**config.mk**
```make
export PLATFORM = sky130hd
export DESIGN_NAME = ring_rotation_monitor
export DESIGN_NICKNAME = d
export VERILOG_FILES = /design/src/rtl/ring_rotation_monitor.sv
export SDC_FILE = /design/constraint.sdc
export NUM_CORES = 1
export LEC_CHECK = 0
export CORE_MARGIN = 2
export CORE_UTILIZATION = 40
export DETAILED_ROUTE_END_ITERATION = 10
export MAX_ROUTING_LAYER = met4
export PLACE_DENSITY = 0.65
export SLEW_MARGIN = 5
export SYNTH_ARGS = -nofsm -noshare
export SYNTH_HDL_FRONTEND = slang
export SYNTH_SLANG_ARGS = --single-unit
```
**constraint.sdc**
```tcl
create_clock -name clockpulse -period 2.78 [get_ports clockpulse]
set_clock_uncertainty 0.05 [all_clocks]
set_input_delay 0.556 -clock clockpulse [delete_from_list [all_inputs] [get_ports clockpulse]]
set_output_delay 0.556 -clock clockpulse [all_outputs]
set_load 0.1 [all_outputs]
```
**src/rtl/ring_rotation_monitor.sv**
```systemverilog
// Checks that a WIDTH-bit ring register rotates right by one bit per clock after each preset load.
// Define RING_NOTOUT_CHECK_EN to add ringNotIn and require it to be the complement of ringIn.
module ring_rotation_monitor #(
    parameter int WIDTH       = 5,
    parameter int COUNT_WIDTH = 8
) (
    input  logic                   clockpulse,
    input  logic                   clear,
    input  logic                   loadSeen,
    input  logic [WIDTH-1:0]       ringIn,
`ifdef RING_NOTOUT_CHECK_EN
    input  logic [WIDTH-1:0]       ringNotIn,
`endif
    output logic                   locked,
    output logic                   rotationError,
    output logic [2:0]             position,
    output logic [COUNT_WIDTH-1:0] revolutionCount,
    output logic [COUNT_WIDTH-1:0] errorCount
);

    typedef enum logic [1:0] {IDLE, ARM, TRACK, FAULT} state_t;

    state_t                 stateQ, stateD;
    logic [WIDTH-1:0]       prevQ, prevD;
    logic [WIDTH-1:0]       homeQ, homeD;
    logic                   lockedQ, lockedD;
    logic                   rotErrQ, rotErrD;
    logic [2:0]             posQ, posD;
    logic [COUNT_WIDTH-1:0] revQ, revD;
    logic [COUNT_WIDTH-1:0] errQ, errD;

    logic [WIDTH-1:0]       expected;
    logic [COUNT_WIDTH-1:0] errSat;
    logic                   lastPos;
    logic                   rotationBad;
    logic                   notOutBad;

    assign expected    = {prevQ[0], prevQ[WIDTH-1:1]};
    assign lastPos     = (posQ == 3'(WIDTH - 1));
    assign rotationBad = (ringIn != expected) || (lastPos && (ringIn != homeQ));
    assign errSat      = (errQ == '1) ? errQ : errQ + COUNT_WIDTH'(1);
`ifdef RING_NOTOUT_CHECK_EN
    assign notOutBad   = (ringNotIn != ~ringIn);
`else
    assign notOutBad   = 1'b0;
`endif

    always_comb begin
        stateD  = stateQ;
        prevD   = prevQ;
        homeD   = homeQ;
        lockedD = lockedQ;
        rotErrD = rotErrQ;
        posD    = posQ;
        revD    = revQ;
        errD    = errQ;
        // A load restarts tracking from any state, even on an edge that would otherwise fault.
        if (loadSeen) begin
            stateD  = ARM;
            lockedD = 1'b0;
            rotErrD = 1'b0;
            posD    = 3'd0;
        end else begin
            case (stateQ)
                ARM: begin
                    if (notOutBad) begin
                        stateD  = FAULT;
                        lockedD = 1'b0;
                        rotErrD = 1'b1;
                        errD    = errSat;
                    end else begin
                        stateD  = TRACK;
                        prevD   = ringIn;
                        homeD   = ringIn;
                        posD    = 3'd0;
                        lockedD = 1'b1;
                    end
                end
                TRACK: begin
                    if (rotationBad || notOutBad) begin
                        stateD  = FAULT;
                        lockedD = 1'b0;
                        rotErrD = 1'b1;
                        errD    = errSat;
                    end else begin
                        prevD = ringIn;
                        if (lastPos) begin
                            posD = 3'd0;
                            revD = revQ + COUNT_WIDTH'(1);
                        end else begin
                            posD = posQ + 3'd1;
                        end
                    end
                end
                default: begin
                    lockedD = 1'b0;
                end
            endcase
        end
    end

    always_ff @(posedge clockpulse) begin
        if (clear) begin
            stateQ  <= IDLE;
            prevQ   <= '0;
            homeQ   <= '0;
            lockedQ <= 1'b0;
            rotErrQ <= 1'b0;
            posQ    <= 3'd0;
            revQ    <= '0;
            errQ    <= '0;
        end else begin
            stateQ  <= stateD;
            prevQ   <= prevD;
            homeQ   <= homeD;
            lockedQ <= lockedD;
            rotErrQ <= rotErrD;
            posQ    <= posD;
            revQ    <= revD;
            errQ    <= errD;
        end
    end

    assign locked          = lockedQ;
    assign rotationError   = rotErrQ;
    assign position        = posQ;
    assign revolutionCount = revQ;
    assign errorCount      = errQ;

endmodule

```
Word-level counts from Yosys, hierarchy flattened
Cells that the tools add are included.
Word-level totals
  flip-flop bits (word level): 33
  input port bits: 8
  output and inout port bits: 21
Operators by class
  add/sub/neg operators: 3
  equal/unequal tests: 9
  multiplexer cells: 10
  bitwise logic cells: 3
  reduce and logical (&&, ||, !) cells: 13
Operators by type and width (count)
  $add 8x1->8 const B: 2
  $ne 5x5->1: 2
  $pmux 5 s2: 1
  $reduce_and 2->1: 5
  $eq 8x8->1 const B: 1
  $reduce_and 4->1: 2
  $mux 3: 2
  $pmux 3 s2: 1
  $mux 5: 1
  $ne 2x2->1 const B: 2
  $pmux 2 s2: 1
  $add 3x1->3 const B: 1
  $eq 3x3->1 const B: 1
  $ne 3x3->1 const B: 1
  $not 1->1: 3
  $reduce_and 3->1: 1
  $reduce_bool 3->1: 1
  $eq 2x1->1 const B: 1
  $eq 2x2->1 const B: 1
  $mux 1: 2
  $mux 2: 1
  $pmux 1 s2: 1
  $reduce_bool 2->1: 1
  $reduce_or 2->1: 1
  other kinds (2): 2

Longest topological paths before layout
Gate-level depths: netlist (run 1).
  word-level depth: 6
  gate-level depth with buffers: 7
  gate-level depth less buffers: 7

Worst setup path after synthesis (run 1)
No wires, ideal clock.
  path kind: flip-flop to flip-flop
  from: register posQ[2] (netlist: position[2])
  to: register revQ[4] (netlist: revolutionCount[4])
  setup time: 0.123 ns
  data arrival time: 2.189 ns
  required time: 2.607 ns
  path slack: 0.417 ns
  stages on the path, launching flop included: 5
  path through: dfxtp_1 > nand2_1 > or2_2 > nor4_1 > mux2_1
Between the ends
  cells in the longest elaborated chain, start to end: 5
RTL lines
  start: declaration: RTL line 28  | logic [2:0] posQ, posD;
  start signal: assignment: RTL line 118  | posQ <= posD;
  $eq 3x3->1 (*): RTL line 39  | assign lastPos = (posQ == 3'(WIDTH - 1));
  $logic_and 1x1->1: RTL line 40  | assign rotationBad = (ringIn != expected) || (lastPos && (ringIn != homeQ));
  $logic_or 1x1->1: RTL line 40
  $not 1->1 (no source line)
  $reduce_and 4->1 (no source line) (*)
  end signal: assignment: RTL line 119  | revQ <= revD;
  end: declaration: RTL line 29  | logic [COUNT_WIDTH-1:0] revQ, revD;
Mark *: on every way between the ends. The rest lies on a longest branch, timed or not.
A chain may end at the register's enable or synchronous reset.

Worst setup path in the final report (run 1)
  from: input port ringIn[1]
  to: register errQ[0] (netlist: errorCount[0])
Between the ends
  cells in the longest elaborated chain, start to end: 4
  elaborated cells on any way between the ends: 5
  those cells by class: 2 x eq/ne; 3 x reduce/logical
RTL lines
  start: declaration: RTL line 10  | input logic [WIDTH-1:0] ringIn,
  $ne 5x5->1: RTL line 40
  $logic_and 1x1->1: RTL line 40
  $logic_or 1x1->1 (*): RTL line 40
  $reduce_and 4->1 (no source line) (*)
  end signal: assignment: RTL line 120  | errQ <= errD;
  end: declaration: RTL line 30  | logic [COUNT_WIDTH-1:0] errQ, errD;
Marked as above.

==> results of run 1 <==
[metrics by stage]
step / worst slack, ns / util [%] / power [uW]
final: 0.434 / 50.9 / 1020
after global routing: 0.279 / 50.9 / 1070
after CTS: 0.431 / 50.9 / 1040
after detailed placement: 0.134 / 48.6 / 635
after global placement: 0.153 / 48.6 / 633
after floorplan: 0.417 / - / 595
[state kept, by name (all words and copies together), names as in the netlist]
register,count
position,3
homeQ,5
rotationError,1
prevQ,5
locked,1
revolutionCount,8
stateQ,2
errorCount,8
[cells in the mapped netlist, drive strengths merged (3+ instances only)]
master  count  area, um2
dfxtp      33        661
nor2       22       85.1
a21oi      13       65.1
nand2b     12       75.1
nor2b      12       75.1
mux2       11        124
mux2i      11        110
nand2      10       40.0
xor2       10       87.6
inv         8       30.0
nand4       7       43.8
clkbuf      6       22.5
ha          6       75.1
nor4        6       52.6
nand3       4       20.0
nor3        4       30.0
o21ai       4       20.0
buf         3       21.3
o31ai       3       22.5
or4         3       22.5
[path summary, 6_finish.rpt]
| check | startpoint | endpoint | slack [ns] | depth (start not counted) |
|---|---|---|---|---|
| hold / removal | locked | locked | 0.43 | 2 |
| hold reg to reg | locked | locked | 0.43 | 2 |
| setup / recovery | ringIn[1] | errorCount[0] | 0.43 | 6 |
| setup reg to reg | stateQ[1] | revolutionCount[7] | 0.83 | 5 |
[cell type report]
type	instances	area [um2]
fillers	425	2170
multi-input cells	161	1120
flip-flops and latches	33	661
repair buffers	34	273
clock buffers	7	96.3
well taps	52	65.1
inverters	8	30.0
clock inverters	1	5.00
[logic make-up after synthesis]
logic type / share of synthesized area, %
AO/OA/AOI/OAI: 10.8
AND/OR/NAND/NOR: 28.2
adder cells (fa/ha/maj): 4.05
flip-flops: 35.7
XOR/XNOR: 4.73
buffers and inverters: 3.98
multiplexers: 12.6
[cells in the final DEF, fill, tap and decap left out, types with 2 or more instances in the layout]
| cell | instances |
|---|---|
| mux2i_1 | 11 |
| nor2b_1 | 12 |
| mux2_1 | 5 |
| nor2_1 | 21 |
| xor2_1 | 10 |
| and3_1 | 2 |
| clkdlybuf4s50_1 | 7 |
| dfxtp_1 | 33 |
| ha_1 | 6 |
| buf_4 | 27 |
| inv_1 | 8 |
| nor3_2 | 2 |
| a21oi_1 | 13 |
| nand2_1 | 9 |
| nand2b_1 | 12 |
| or3_1 | 2 |
| nor4_1 | 5 |
| o21a_1 | 2 |
| mux2_2 | 6 |
| and2_1 | 2 |
| nand4_1 | 7 |
| or4_1 | 3 |
| o21ai_0 | 4 |
| and4_1 | 2 |
| nor3_1 | 2 |
| nand3_1 | 4 |
| o31ai_1 | 3 |
| a31oi_1 | 2 |
| clkbuf_8 | 7 |
[per-layer routing]
metal	vias to the layer above	wire [um]
met4	0	30
met5	-	0
li1	809	-
met3	2	168
met2	28	1750
met1	710	1780
[where the power goes]
part           total, uW  leakage (uW)  internal [uW]  switching, uW
registers            493      0.000267            485           8.22
clock network        398     0.0000542            224            174
logic                130      0.000596           54.3           75.8
total               1020      0.000917            763            258
[critical path, stage by stage]
cell	delay [ns]
clkdlybuf4s50_1	0.48
xor2_1	0.21
nor3_2	0.28
and2_1	0.43
a21boi_1	0.18
mux2_1	0.33
==> out/metrics.csv, run 1 <==
stage,metric,value,unit
status,status,"complete, no violations",
global_route,grtUsageTotal,16.2,%
logic_synthesis,synthFlopType,dfxtp_1,
placed_design,dp_cells,288,
logic_synthesis,yosys_register_bits,33,
logic_synthesis,async_flop_share,0,%
timing,setup_viol,0,
placed_design,place_hpwl,2.67,mm
critical_path,cp-end-kind,register,
die,placeableCoreArea,4410,um2
global_route,antenna_found_initial,0,
drt,wl_per_cell,12.6,um
die,die_h,72.1,um
critical_path,path_class,primary input to register,
min_path,hp-class,register to register,
layout,layout-drive-gt1-share,19.7,%
timing,finalHoldViolations,0,
logic_synthesis,synth_edf_count,0,
die,num_io_pins,29,
die,dieWidth,72.1,um
pwr,peakVddDrop,0.256,mV
layout,layout.nets,257,
logic_synthesis,ys_types,43,
drt,drtAntennaViolNets,0,
die,dieArea,5190,um2
placed_design,portBuffers,28,
clock_tree,numCtsBuffers,5,
layout,antenna_cells,0,
drt,drcViolationCount,0,
logic_synthesis,yosys_warnings,0,
clock_tree,post-cts-setup-buffers,0,
global_route,grt_util_met2,24.8,%
critical_path,cp.required,2.90,ns
drt,num_vias,1549,
job,max_cap_violations,0,
clock_tree,cts.sinks,33,
timing,fin_setup_tns,0,ns
global_route,grt_util_met3,4.44,%
clock_tree,clk_path_buf_depth,2,
layout,fin_area,2250,um2
pwr,p_leak,0.000917,uW
clock_tree,insertion_delay,0.28,ns
drt,wirelength,3.73,mm
timing,hold_ws,0.432,ns
die,start_util,42.0,%
placed_design,gp_congestion,0.747,
timing,slew_violations,0,
placed_design,placed_area,2150,um2
timing,worst-slew-pin-transition,0.560,ns
timing,fmax,426,MHz
critical_path,worstSetupStartpointType,primary input,
global_route,grt_pass1_wl,6.53,mm
global_route,use_met1,20.5,%
timing,fin_crit,2.35,ns
clock_tree,ctsHoldBuffers,0,
logic_synthesis,yosysSeqAreaShare,35.7,%
logic_synthesis,synth_nets,225,
global_route,grt_max_degree,32,
timing,post-route-period-util,84.4,%
drt,drt-pass1-iter-count,4,
critical_path,crit_fanout,11,
layout,stdcell_count,296,
clock_tree,htree_levels,2,
logic_synthesis,syn_area,1850,um2
logic_synthesis,syn_avg_cell_area,8.78,um2
pwr,pwr_density_cell,454,nW/um2
drt,via_per_inst,5.23,
drt,drt_iter0_markers,113,
global_route,globalRoute.totalOverflow,0,
timing,relSlewSlack,62.6,%
layout,syn_to_final_growth,21.3,%
logic_synthesis,synth_cells,211,
clock_tree,clk_pin_slew,0.07,ns
global_route,grt_pass1_vias,1476,
clock_tree,cts_root_buffer,clkbuf_8,
critical_path,critPathArrivalTime,2.46,ns
clock_tree,cts_resized,0,
timing,rsz0062_at_grt,no,
die,num_rows,24,
clock_tree,cts_tree,built,
global_route,top_usage_layer,met2,
No activity file was read; power rests on OpenSTA's default activity.
==> run 2: changes to the inputs <==
--- a/config.mk
+++ b/config.mk
@@ -9,7 +9,7 @@
 export CORE_UTILIZATION = 40
 export DETAILED_ROUTE_END_ITERATION = 10
 export MAX_ROUTING_LAYER = met4
-export PLACE_DENSITY = 0.65
+export PLACE_DENSITY = 0.68
 export SLEW_MARGIN = 5
 export SYNTH_ARGS = -nofsm -noshare
 export SYNTH_HDL_FRONTEND = slang
==> constraint.sdc (replaced) <==
create_clock -name clockpulse -period 1.98 [get_ports clockpulse]
set_clock_uncertainty 0.05 [all_clocks]
set_input_delay 0.396 -clock clockpulse [delete_from_list [all_inputs] [get_ports clockpulse]]
set_output_delay 0.396 -clock clockpulse [all_outputs]
set_load 0.1 [all_outputs]
==> out/metrics.csv, run 2 (synthesized netlist as in run 1, its figures left out) <==
stage,metric,value,unit
die,num_io_pins,29,
die,dieWidth,72.1,um
clock_tree,clk_path_buf_depth,2,
drt,wirelength,4.11,mm
critical_path,reg2reg_to,revolutionCount[7],
drt,wl_per_cell,13.0,um
die,start_util,42.0,%
clock_tree,cts_tree,built,
critical_path,cp.required,2.11,ns
pwr,p_leak,0.00105,uW
layout,layout-drive-gt1-share,35.8,%
clock_tree,htree_levels,2,
die,num_rows,24,
critical_path,rrSetupSlack,0.10,ns
critical_path,path_class,primary input to register,
global_route,globalRoute.totalOverflow,0,
critical_path,ff2ff_path_depth,6,
status,status,"complete, no violations",
global_route,grt_pass1_vias,1551,
layout,layout.nets,278,
clock_tree,numCtsBuffers,5,
die,placeableCoreArea,4410,um2
critical_path,critPathArrivalTime,2.07,ns
clock_tree,insertion_delay,0.29,ns
global_route,grtUsageTotal,17.7,%
clock_tree,clk_pin_slew,0.06,ns
layout,antenna_cells,0,
drt,drt-pass1-iter-count,4,
placed_design,place_hpwl,2.91,mm
drt,drtAntennaViolNets,0,
critical_path,cp-end-kind,register,
critical_path,worstSetupStartpointType,primary input,
drt,drt_iter0_markers,119,
timing,setup_viol,0,
timing,slew_violations,0,
timing,post-route-period-util,98.2,%
drt,drcViolationCount,0,
global_route,grt_pass1_wl,7.00,mm
timing,relSlewSlack,79.2,%
layout,syn_to_final_growth,37.1,%
die,die_h,72.1,um
min_path,hold_start,rotationError,
critical_path,crit_fanout,5,
timing,fmax,514,MHz
timing,fin_ws,0.0348,ns
drt,via_per_inst,5.24,
min_path,hp-class,register to register,
global_route,grt_max_degree,33,
placed_design,portBuffers,28,
clock_tree,ctsHoldBuffers,0,
placed_design,gp_congestion,0.805,
timing,fin_crit,1.95,ns
clock_tree,cts_root_buffer,clkbuf_8,
timing,rsz0062_at_grt,no,
placed_design,pre_cts_ws,-0.442,ns
global_route,antenna_found_initial,0,
die,dieArea,5190,um2
clock_tree,cts.sinks,33,
min_path,hold_depth,1,
layout,mostFrequentLayoutCell,buf_4,
pwr,fin_total_pwr,1400,uW
critical_path,r2r_start,position[0],
pwr,peakVddDrop,0.524,mV
timing,fin_setup_tns,0,ns
drt,num_vias,1662,
timing,finalHoldViolations,0,
min_path,holdPathEnd,rotationError,
pwr,pwr_density_cell,552,nW/um2
layout,final_cell_mix,"43 x buf_4, 20 x nor2_1, 16 x dfxtp_2, 16 x dfxtp_1",
job,max_cap_violations,0,
timing,worst-slew-pin-transition,0.309,ns
==> run 2: cell types whose count changed in the layout (fill, tap and decap cells not counted), moves of 5 or more <==
| cell | before | now |
|---|---|---|
| dfxtp_1 | 33 | 16 |
| buf_4 | 27 | 43 |
| dfxtp_2 | 0 | 16 |
| buf_12 | 0 | 5 |
| clkdlybuf4s50_1 | 7 | 2 |
| dlygate4sd2_1 | 0 | 5 |
==> run 2: power by group <==
group	internal [uW]	total, uW	switching (uW)
Sequential	679	691	11.5
Combinational	103	224	121
Clock	249	489	239
Total	1030	1400	371
==> run 2: final cells by class <==
cell class / count / area (um2)
Fill cell: 394 / 1870
Multi-Input combinational cell: 161 / 1190
Sequential cell: 33 / 684
Timing Repair Buffer: 55 / 487
Clock buffer: 8 / 80.1
Tap cell: 52 / 65.1
Inverter: 8 / 30.0
==> run 2: worst max-delay path by stage <==
stage	start	end	cells past startpoint
2_1_floorplan	position[0]	revolutionCount[5]	6
3_3_place_gp	ringIn[2]	errorCount[0]	7
3_5_place_dp	ringIn[1]	errorCount[0]	7
4_1_cts	position[0]	revolutionCount[4]	6
5_1_grt	ringIn[4]	prevQ[3]	9
6_report	loadSeen	revolutionCount[7]	5
==> run 2: repair_timing <==
item,4_1_cts,5_1_grt
endpoints found under the hold margin,0,0
setup endpoints to repair,25,9
resized for setup,14,5
setup buffers,5,1
pin swaps,5,1
==> run 2: metrics by stage <==
stage                     hold WS [ns]  util [%]  std cells  instance area [um2]
final                            0.429      57.6        317                 2540
after global routing             0.454      57.6        317                 2540
after CTS                        0.432      56.7        316                 2500
after detailed placement         0.417      53.3        303                 2350
after global placement           0.410      53.3        303                 2350
after floorplan                  0.410         -        211                 1880
==> run 2: worst max-delay path: stages <==
cell and delay, ns:
clkdlybuf4s50_1 0.44, nand2b_2 0.25, or2_2 0.36, nor4_1 0.29, mux2_1 0.35
==> run 2: metal layers <==
layer | up-vias | share of wire [%] | GRT usage, %
li1 | 852 | - | -
met1 | 774 | 47 | 22.3
met2 | 31 | 46 | 26.6
met3 | 5 | 4.7 | 5.56
met4 | 0 | 1.5 | 6.29
met5 | - | 0 | -
==> run 3: changes to the inputs <==
--- a/config.mk
+++ b/config.mk
@@ -5,11 +5,13 @@
 export SDC_FILE = /design/constraint.sdc
 export NUM_CORES = 1
 export LEC_CHECK = 0
+export CELL_PAD_IN_SITES_DETAIL_PLACEMENT = 0
+export CELL_PAD_IN_SITES_GLOBAL_PLACEMENT = 2
 export CORE_MARGIN = 2
-export CORE_UTILIZATION = 40
+export CORE_UTILIZATION = 29
 export DETAILED_ROUTE_END_ITERATION = 10
 export MAX_ROUTING_LAYER = met4
-export PLACE_DENSITY = 0.68
+export PLACE_DENSITY = 0.78
 export SLEW_MARGIN = 5
 export SYNTH_ARGS = -nofsm -noshare
 export SYNTH_HDL_FRONTEND = slang
==> out/metrics.csv, run 3 (synthesized netlist as in run 1, its figures left out) <==
stage,metric,value,unit
status,status,"complete, no violations",
die,num_io_pins,29,
clock_tree,clk_path_buf_depth,2,
critical_path,cp.required,2.15,ns
layout,syn_to_final_growth,46.7,%
placed_design,dp_cells,330,
layout,finish.utilization,43.3,%
clock_tree,cts.sinks,33,
pwr,peakVddDrop,0.253,mV
global_route,grt_util_met3,2.87,%
drt,wirelength,4.46,mm
critical_path,cp-end-kind,register,
critical_path,path_class,primary input to register,
drt,drt_iter0_markers,68,
min_path,hp-class,register to register,
layout,layout-drive-gt1-share,38.7,%
die,start_util,29.5,%
timing,rsz0062_at_grt,no,
critical_path,worstSetupStartpointType,primary input,
pwr,p_leak,0.00110,uW
timing,fin_setup_tns,0,ns
critical_path,critPathArrivalTime,2.03,ns
drt,via_per_inst,4.88,
layout,regArea,684,um2
global_route,grt_pass1_wl,7.76,mm
clock_tree,numCtsBuffers,5,
placed_design,gp_congestion,0.733,
drt,wl_per_cell,12.9,um
pwr,fin_total_pwr,1450,uW
global_route,grt_max_degree,46,
timing,worst-slew-pin-transition,0.334,ns
pwr,sw_frac_of_total,26.6,%
timing,fmax,535,MHz
job,max_cap_violations,0,
layout,final_cell_mix,"39 x buf_4, 19 x nor2_1, 16 x dfxtp_2, 16 x dfxtp_1",
global_route,grtUsageTotal,13.9,%
layout,stdcell_count,346,
placed_design,portBuffers,28,
clock_tree,htree_levels,2,
timing,relSlewSlack,77.7,%
pwr,combPwrFrac,16.2,%
pwr,p_int,1070,uW
drt,num_vias,1690,
die,dieWidth,83.9,um
layout,mostFrequentLayoutCell,buf_4,
clock_tree,cts_tree,built,
layout,n_fill_cell,626,
global_route,globalRoute.totalOverflow,0,
pwr,power.share.clock,36.3,%
timing,fin_crit,1.87,ns
die,placeableCoreArea,6280,um2
drt,drt-pass1-iter-count,4,
layout,layout.nets,282,
die,die_h,83.9,um
global_route,top_usage_layer,met2,
drt,drtAntennaViolNets,0,
timing,finalHoldViolations,0,
global_route,use_met1,17.4,%
pwr,switching_power,387,uW
global_route,grt_pass1_vias,1593,
placed_design,place_hpwl,3.10,mm
global_route,grt_util_met2,22.4,%
timing,post-route-period-util,94.4,%
drt,drcViolationCount,0,
clock_tree,insertion_delay,0.28,ns
timing,setup_viol,0,
die,dieArea,7050,um2
die,num_rows,29,
global_route,antenna_found_initial,0,
layout,antenna_cells,0,
pwr,pwr_density_cell,535,nW/um2
timing,slew_violations,0,
pwr,seqPwrFrac,47.5,%
clock_tree,clk_pin_slew,0.07,ns
layout,multi_input_area,1260,um2
clock_tree,cts_root_buffer,clkbuf_8,
critical_path,crit_fanout,4,
run 3: timing repair:
item / in CTS / in global routing
endpoints found under the setup margin: 28 / 6
setup buffers: 5 / 1
pin swaps: 9 / 2
hold buffers: 0 / 0
gates cloned: 2 / 0
resized for setup: 20 / 10
run 3: area by class of cell:
class	count	share of cell area (%)
clock buffer	8	3.31
inverter	8	1.10
multi-input combinational	163	46.2
sequential	33	25.2
tap	77	3.55
timing repair buffer	57	20.6
run 3: critical path, stage by stage:
cell             delay [ns]
clkdlybuf4s15_1        0.24
xor2_1                 0.19
nor3_2                 0.31
buf_4                  0.18
nand3_4                0.09
or4_4                  0.49
a21oi_1                0.14
run 3: through the flow:
stage	area (um2)	setup slack, ns	hold WS (ns)
6_report	2720	0.112	0.434
5_1_grt	2720	0.0149	0.462
3_5_place_dp	2450	-0.460	0.422
3_3_place_gp	2450	-0.443	0.412
2_1_floorplan	1880	0.00872	0.410
4_1_cts	2660	0.0617	0.435
run 3: routing by layer:
layer	up-vias	wire [um]
li1	862	-
met5	-	0
met4	0	71
met3	8	139
met1	796	2120
met2	24	2140
run 3: power by group through the flow:
stage | combinational (uW) | sequential [uW] | clock (uW)
floorplan | 116 | 719 | 0
global placement | 209 | 706 | 0
detailed placement | 209 | 706 | 0
CTS | 231 | 691 | 550
global route | 259 | 692 | 568
finish | 236 | 691 | 528
run 3: path summary, 6_finish.rpt:
| path | end | slack (ns) | startpoint | cells after the start |
|---|---|---|---|---|
| min reg2reg | rotationError | 0.43 | rotationError | 1 |
| max | revolutionCount[3] | 0.11 | ringIn[0] | 7 |
| max reg2reg | revolutionCount[3] | 0.16 | position[1] | 8 |
| min | rotationError | 0.43 | rotationError | 1 |
